### config.mk
export PLATFORM = sky130hd
export DESIGN_NAME = disp_scan
export DESIGN_NICKNAME = d
export VERILOG_FILES = /design/src/rtl/disp_pkg.sv /design/src/rtl/disp_hex7seg.sv /design/src/rtl/disp_scan.sv
export SDC_FILE = /design/constraint.sdc
export NUM_CORES = 1
export LEC_CHECK = 0
export ABC_CLOCK_PERIOD_IN_PS = 5700
export BUFFER_PORTS_ARGS = -buffer_cell sky130_fd_sc_hd__buf_2
export CELL_PAD_IN_SITES_DETAIL_PLACEMENT = 0
export CELL_PAD_IN_SITES_GLOBAL_PLACEMENT = 2
export CORE_ASPECT_RATIO = 1.5
export CORE_MARGIN = 4
export CORE_UTILIZATION = 40
export CTS_CLUSTER_DIAMETER = 200
export DETAILED_ROUTE_END_ITERATION = 12
export GPL_ROUTABILITY_DRIVEN = 0
export GPL_TIMING_DRIVEN = 0
export PLACE_DENSITY = 0.89
export SETUP_SLACK_MARGIN = 0.02
export SLEW_MARGIN = 25
export SYNTH_ARGS = -nofsm -noshare
export SYNTH_HDL_FRONTEND = slang
export SYNTH_SLANG_ARGS = --single-unit
### constraint.sdc
create_clock -name clk -period 5.7 [get_ports clk]
set_input_delay 0.57 -clock clk [delete_from_list [all_inputs] [get_ports clk]]
set_output_delay 0.57 -clock clk [all_outputs]
set_load 0.02 [all_outputs]
### src/rtl/disp_pkg.sv
// Shared constants for the multiplexed seven-segment scanner: blank pattern,
// active-low hex font and scan state encoding.
package disp_pkg;

  localparam logic [7:0] SEG_OFF = 8'hFF;

  // Active-low a..g in bits 6:0, bit 7 (dp) off.
  localparam logic [7:0] FONT [16] = '{
    8'hC0, 8'hF9, 8'hA4, 8'hB0, 8'h99, 8'h92, 8'h82, 8'hF8,
    8'h80, 8'h90, 8'h88, 8'h83, 8'hC6, 8'hA1, 8'h86, 8'h8E
  };

  typedef enum logic [1:0] {
    IDLE  = 2'd0,
    BLANK = 2'd1,
    SHOW  = 2'd2
  } state_e;

endpackage

### src/rtl/disp_hex7seg.sv
// Combinational hex nibble to active-low seven-segment (a..g) lookup.
module hex7seg
  import disp_pkg::*;
(
  input  logic [3:0] nib_i,
  output logic [6:0] seg_o
);

  logic [7:0] code;

  assign code  = FONT[nib_i];
  assign seg_o = code[6:0];

endmodule

### src/rtl/disp_scan.sv
// Time-multiplexed common-anode seven-segment scanner with blank gap between digits.
// Optional leading-zero blanking is enabled by defining DISP_LZB_EN.
module disp_scan
  import disp_pkg::*;
#(
  parameter int N_DIGITS  = 8,
  parameter int SCAN_DIV  = 50000,
  parameter int BLANK_CYC = 16,
  localparam int IDX_W    = (N_DIGITS > 1) ? $clog2(N_DIGITS) : 1
)(
  input  logic                  clk,
  input  logic                  rst_n,
  input  logic                  en,
  input  logic [4*N_DIGITS-1:0] data,
  input  logic [N_DIGITS-1:0]   dp,
  input  logic [N_DIGITS-1:0]   dig_en,
  output logic [N_DIGITS-1:0]   sel,
  output logic [7:0]            sg,
  output logic [IDX_W-1:0]      idx,
  output logic                  frame_tick
);

  localparam int DWELL_MAX = (SCAN_DIV > BLANK_CYC) ? SCAN_DIV : BLANK_CYC;
  localparam int CNT_W     = (DWELL_MAX > 1) ? $clog2(DWELL_MAX) : 1;
  localparam logic [CNT_W-1:0] SCAN_LAST  = CNT_W'(SCAN_DIV - 1);
  localparam logic [CNT_W-1:0] BLANK_LAST = CNT_W'(BLANK_CYC - 1);
  localparam logic [IDX_W-1:0] IDX_LAST   = IDX_W'(N_DIGITS - 1);

  state_e                state_q, state_d;
  logic [CNT_W-1:0]      cnt_q, cnt_d;
  logic [IDX_W-1:0]      idx_q, idx_d;
  logic [N_DIGITS-1:0]   sel_q, sel_d;
  logic [7:0]            sg_q, sg_d;
  logic                  ft_q, ft_d;
  logic                  snap_en;

  logic [4*N_DIGITS-1:0] data_snap_q;
  logic [N_DIGITS-1:0]   dp_snap_q, den_snap_q;

  logic [3:0]            nib;
  logic [6:0]            font;
  logic                  dp_cur, den_cur, lzb_cur;
`ifdef DISP_LZB_EN
  logic                  zero_run;
`endif

  always_comb begin
    state_d = state_q;
    cnt_d   = cnt_q + CNT_W'(1);
    idx_d   = idx_q;
    ft_d    = 1'b0;
    snap_en = 1'b0;
    if (!en) begin
      state_d = IDLE;
      cnt_d   = '0;
      idx_d   = '0;
    end else begin
      case (state_q)
        IDLE: begin
          state_d = BLANK;
          cnt_d   = '0;
          idx_d   = '0;
          snap_en = 1'b1;
        end
        BLANK: begin
          if (cnt_q == BLANK_LAST) begin
            state_d = SHOW;
            cnt_d   = '0;
          end
        end
        SHOW: begin
          if (cnt_q == SCAN_LAST) begin
            state_d = BLANK;
            cnt_d   = '0;
            // Wrapping to digit 0 starts a new frame: resample inputs and tick.
            if (idx_q == IDX_LAST) begin
              idx_d   = '0;
              ft_d    = 1'b1;
              snap_en = 1'b1;
            end else begin
              idx_d = idx_q + IDX_W'(1);
            end
          end
        end
        default: begin
          state_d = IDLE;
          cnt_d   = '0;
          idx_d   = '0;
        end
      endcase
    end
  end

  hex7seg u_font (
    .nib_i (nib),
    .seg_o (font)
  );

  // Outputs are computed from the next state so they register on the same edge as it.
  always_comb begin
    nib     = 4'h0;
    dp_cur  = 1'b0;
    den_cur = 1'b0;
    lzb_cur = 1'b0;
    sel_d   = '1;
`ifdef DISP_LZB_EN
    zero_run = 1'b1;
`endif
    for (int i = N_DIGITS - 1; i >= 0; i--) begin
`ifdef DISP_LZB_EN
      zero_run = zero_run & (data_snap_q[4*i +: 4] == 4'h0);
`endif
      if (IDX_W'(i) == idx_d) begin
        nib     = data_snap_q[4*i +: 4];
        dp_cur  = dp_snap_q[i];
        den_cur = den_snap_q[i];
`ifdef DISP_LZB_EN
        lzb_cur = zero_run & (i != 0);
`endif
        sel_d[i] = ~((state_d == SHOW) & den_snap_q[i]);
      end
    end
    sg_d = SEG_OFF;
    if (state_d == SHOW) begin
      sg_d = {~dp_cur, (lzb_cur ? 7'h7F : font)};
    end
  end

  always_ff @(posedge clk or negedge rst_n) begin
    if (!rst_n) begin
      state_q <= IDLE;
      cnt_q   <= '0;
      idx_q   <= '0;
      sel_q   <= '1;
      sg_q    <= SEG_OFF;
      ft_q    <= 1'b0;
    end else begin
      state_q <= state_d;
      cnt_q   <= cnt_d;
      idx_q   <= idx_d;
      sel_q   <= sel_d;
      sg_q    <= sg_d;
      ft_q    <= ft_d;
    end
  end

  always_ff @(posedge clk) begin
    if (snap_en) begin
      data_snap_q <= data;
      dp_snap_q   <= dp;
      den_snap_q  <= dig_en;
    end
  end

  assign sel        = sel_q;
  assign sg         = sg_q;
  assign idx        = idx_q;
  assign frame_tick = ft_q;

  logic unused_ok;
  assign unused_ok = den_cur;

endmodule

==> flow_summary.json <==
{
  "status": "complete, no violations",
  "use_met1_pct": 17.1,
  "area_growth_pct": 20.8,
  "hold_violations": 0,
  "tightest_slew_ns": 0.826,
  "die_h_um": 131,
  "insertion_delay_ns": 0.34,
  "hold_class": "primary input to async pin",
  "drive_above_1_share_pct": 31.3,
  "synth-edff-count": 48,
  "post-route-min-period_ns": 4.13,
  "syn_area_um2": 4050,
  "grt_use_met3_pct": 2.86,
  "clock.fmax_mhz": 242,
  "rsz0062_at_grt": "no",
  "critPathTopFamily": "compound AO/OA/AOI/OAI gates",
  "cp_slowest_stage_delay_ns": 0.52,
  "fin_ws_ns": 1.57,
  "syn_inst": 329,
  "path_class": "flip-flop to flip-flop",
  "pin_count": 71,
  "power_density_nw_per_um2": 283,
  "vdd_drop_max_mv": 0.202,
  "grt_use_met2_pct": 26.9,
  "port_buffers": 70,
  "async_flop_share_pct": 44.2,
  "fin_nets": 476,
  "grt-busiest-layer": "met2",
  "r2r-start": "state_q[1]",
  "synthFlopType": "edfxtp_1",
  "crit_arrival_ns": 4.36,
  "holdBufCountCts": 0,
  "cts_sinks": 86,
  "wire_per_inst_um": 16.1,
  "relSlewSlack_pct": 44.9,
  "syn-num-nets": 394,
  "fillerInstances": 871,
  "yosys_warnings": 0,
  "synth_cell_types": 65,
  "grt_overflow_total": 0,
  "grt_usage_pct": 15.3,
  "first_pass_iters": 4,
  "tritoncts": "done",
  "vias_per_cell": 5.27,
  "syn_avg_cell_area_um2": 12.3,
  "r2r_cells": 15,
  "clk_path_buf_depth": 2,
  "routed_wl_um": 8540,
  "pre_cts_ws_ns": 1.67,
  "die_area_um2": 11800,
  "r2r_slack_ns": 1.57,
  "post-route-period-util_pct": 72.5,
  "mostFrequentLayoutCells": "buf_2, edfxtp_1, nor2_1",
  "tns_ns": 0,
  "antenna_cells": 0,
  "path_buf_inv": 3,
  "initial_utilization_pct": 41.3,
  "setup_viol": 0,
  "grt_start_max_net_pins": 39,
  "cts_resized": 0,
  "crit_path_top_delay_cell": "a21oi_1",
  "clk_pin_slew_ns": 0.07,
  "rows": 44,
  "drc_errors": 0,
  "drtAntennaViolNets": 0,
  "rr_endpoint": "sg[3]",
  "crit_required_ns": 5.93,
  "ys_seq_area_share_pct": 59.5,
  "cp_max_fo": 10,
  "coreArea_um2": 9800,
  "synth_seq_cells": 86,
  "h-tree-depth": 3,
  "cts.root.buffer_cell": "clkbuf_16",
  "die_w_um": 90.2,
  "grt_pass1_wl_um": 14400,
  "maxCapViolations": 0,
  "antenna_found_initial": 0,
  "final_common_cell": "buf_2",
  "critPathLaunchType": "flip-flop",
  "numCtsBuffers": 9,
  "cp_cell_sequence": "inv_1 -> ha_1 -> clkbuf_1 -> a22o_1 -> nor4b_1 -> mux2_4 -> a22oi_1 -> a21oi_1 -> a211oi_1 -> a21oi_1 -> inv_1 -> ha_1 -> nor2_1 -> a2111oi_0 -> a41oi_1",
  "p_leak_nw": 1.93,
  "finalClockSkew_ns": 0.00900,
  "dp_hpwl_um": 6560,
  "drt_iter0_markers": 154,
  "vias": 2797,
  "cts_setup_buffers": 0,
  "crit_path_end_kind": "flip-flop",
  "finalMaxSlewViolations": 0,
  "grt_pass1_vias": 2976
}
-- per-layer routing --
layer,wire [um],share of wire [%]
met1,3300,39
met3,368,4.3
met4,234,2.7
met2,4640,54
met5,0,0
-- logic make-up (layout without fill, tap and decap cells) --
logic type	after synthesis	in the layout	share of synthesized area [%]
AND/OR/NAND/NOR	123	123	15.5
flip-flops	86	86	59.5
AO/OA/AOI/OAI	56	56	10.2
buffers and inverters	19	106	2.53
multiplexers	17	17	4.85
adder cells (fa/ha/maj)	14	14	4.32
XOR/XNOR	14	14	3.03
-- final cells by class --
type	count	area (um^2)	area share, %
timing repair buffer	71	370	7.56
multi-input combinational	224	1540	31.4
clock buffer	9	225	4.60
sequential	86	2410	49.3
tap	115	144	2.94
buffer	11	72.6	1.48
inverter	8	30.0	0.613
clock inverter	7	104	2.12
-- worst max-delay path by stage --
stage	startpoint	to	slack (ns)	cells past startpoint
after floorplan	idx[0]	sg[3]	2.34	14
after global placement	idx[0]	sg[3]	1.68	14
after detailed placement	state_q[1]	sg[3]	1.67	15
after CTS	state_q[1]	sg[3]	1.64	15
after global routing	state_q[0]	sg[3]	1.23	14
final	state_q[1]	sg[3]	1.57	15
-- cells in the mapped netlist (2+ instances only) --
cell type | instances | area (um^2)
xnor2_1 | 6 | 52.6
ha_1 | 14 | 175
a21oi_1 | 11 | 55.1
dfstp_2 | 16 | 420
nand4_1 | 3 | 18.8
o211ai_1 | 3 | 22.5
a221o_1 | 2 | 20.0
buf_6 | 4 | 45.0
clkbuf_1 | 6 | 22.5
dfrtp_1 | 22 | 551
nand2b_1 | 2 | 12.5
and4_1 | 4 | 35.0
xor2_1 | 8 | 70.1
edfxtp_1 | 48 | 1440
nor2_1 | 33 | 124
mux2_4 | 4 | 60.1
inv_1 | 7 | 26.3
a211oi_1 | 2 | 15.0
a22oi_1 | 2 | 15.0
or2_2 | 2 | 12.5
o21ai_0 | 7 | 35.0
o21ai_1 | 2 | 10.0
o22ai_1 | 4 | 25.0
and2_1 | 5 | 31.3
mux2_2 | 2 | 22.5
nand2_1 | 29 | 109
and3_1 | 7 | 43.8
o2111ai_1 | 2 | 17.5
nand3b_1 | 2 | 15.0
o21bai_1 | 3 | 22.5
nor3_1 | 5 | 25.0
mux2i_1 | 10 | 100
nand3_1 | 19 | 95.1
nor3b_1 | 2 | 15.0
-- power breakdown --
part	switching (mW)	internal (mW)
clock	0.239	0.389
combinational	0.0420	0.0278
sequential	0.00563	0.684
-- per-stage QoR --
step | instance area [um^2] | utilization, % | hold WS (ns) | power, mW | instances
floorplan | 4050 | - | 0.274 | 0.736 | 329
global placement | 4550 | 46.4 | 0.381 | 0.769 | 514
detailed placement | 4570 | 46.6 | 0.374 | 0.773 | 515
CTS | 4900 | 50.0 | 0.365 | 1.40 | 531
global route | 4900 | 50.0 | 0.393 | 1.44 | 531
finish | 4900 | 50.0 | 0.325 | 1.39 | 531
-- sequential cells by signal, summed over array words and instances (netlist names) --
signal	flops
state_q	2
dp_snap_q	8
data_snap_q	32
sel	8
sg	8
cnt_q	16
idx	3
den_snap_q	8
frame_tick	1
(Power assumes the default switching activity.)
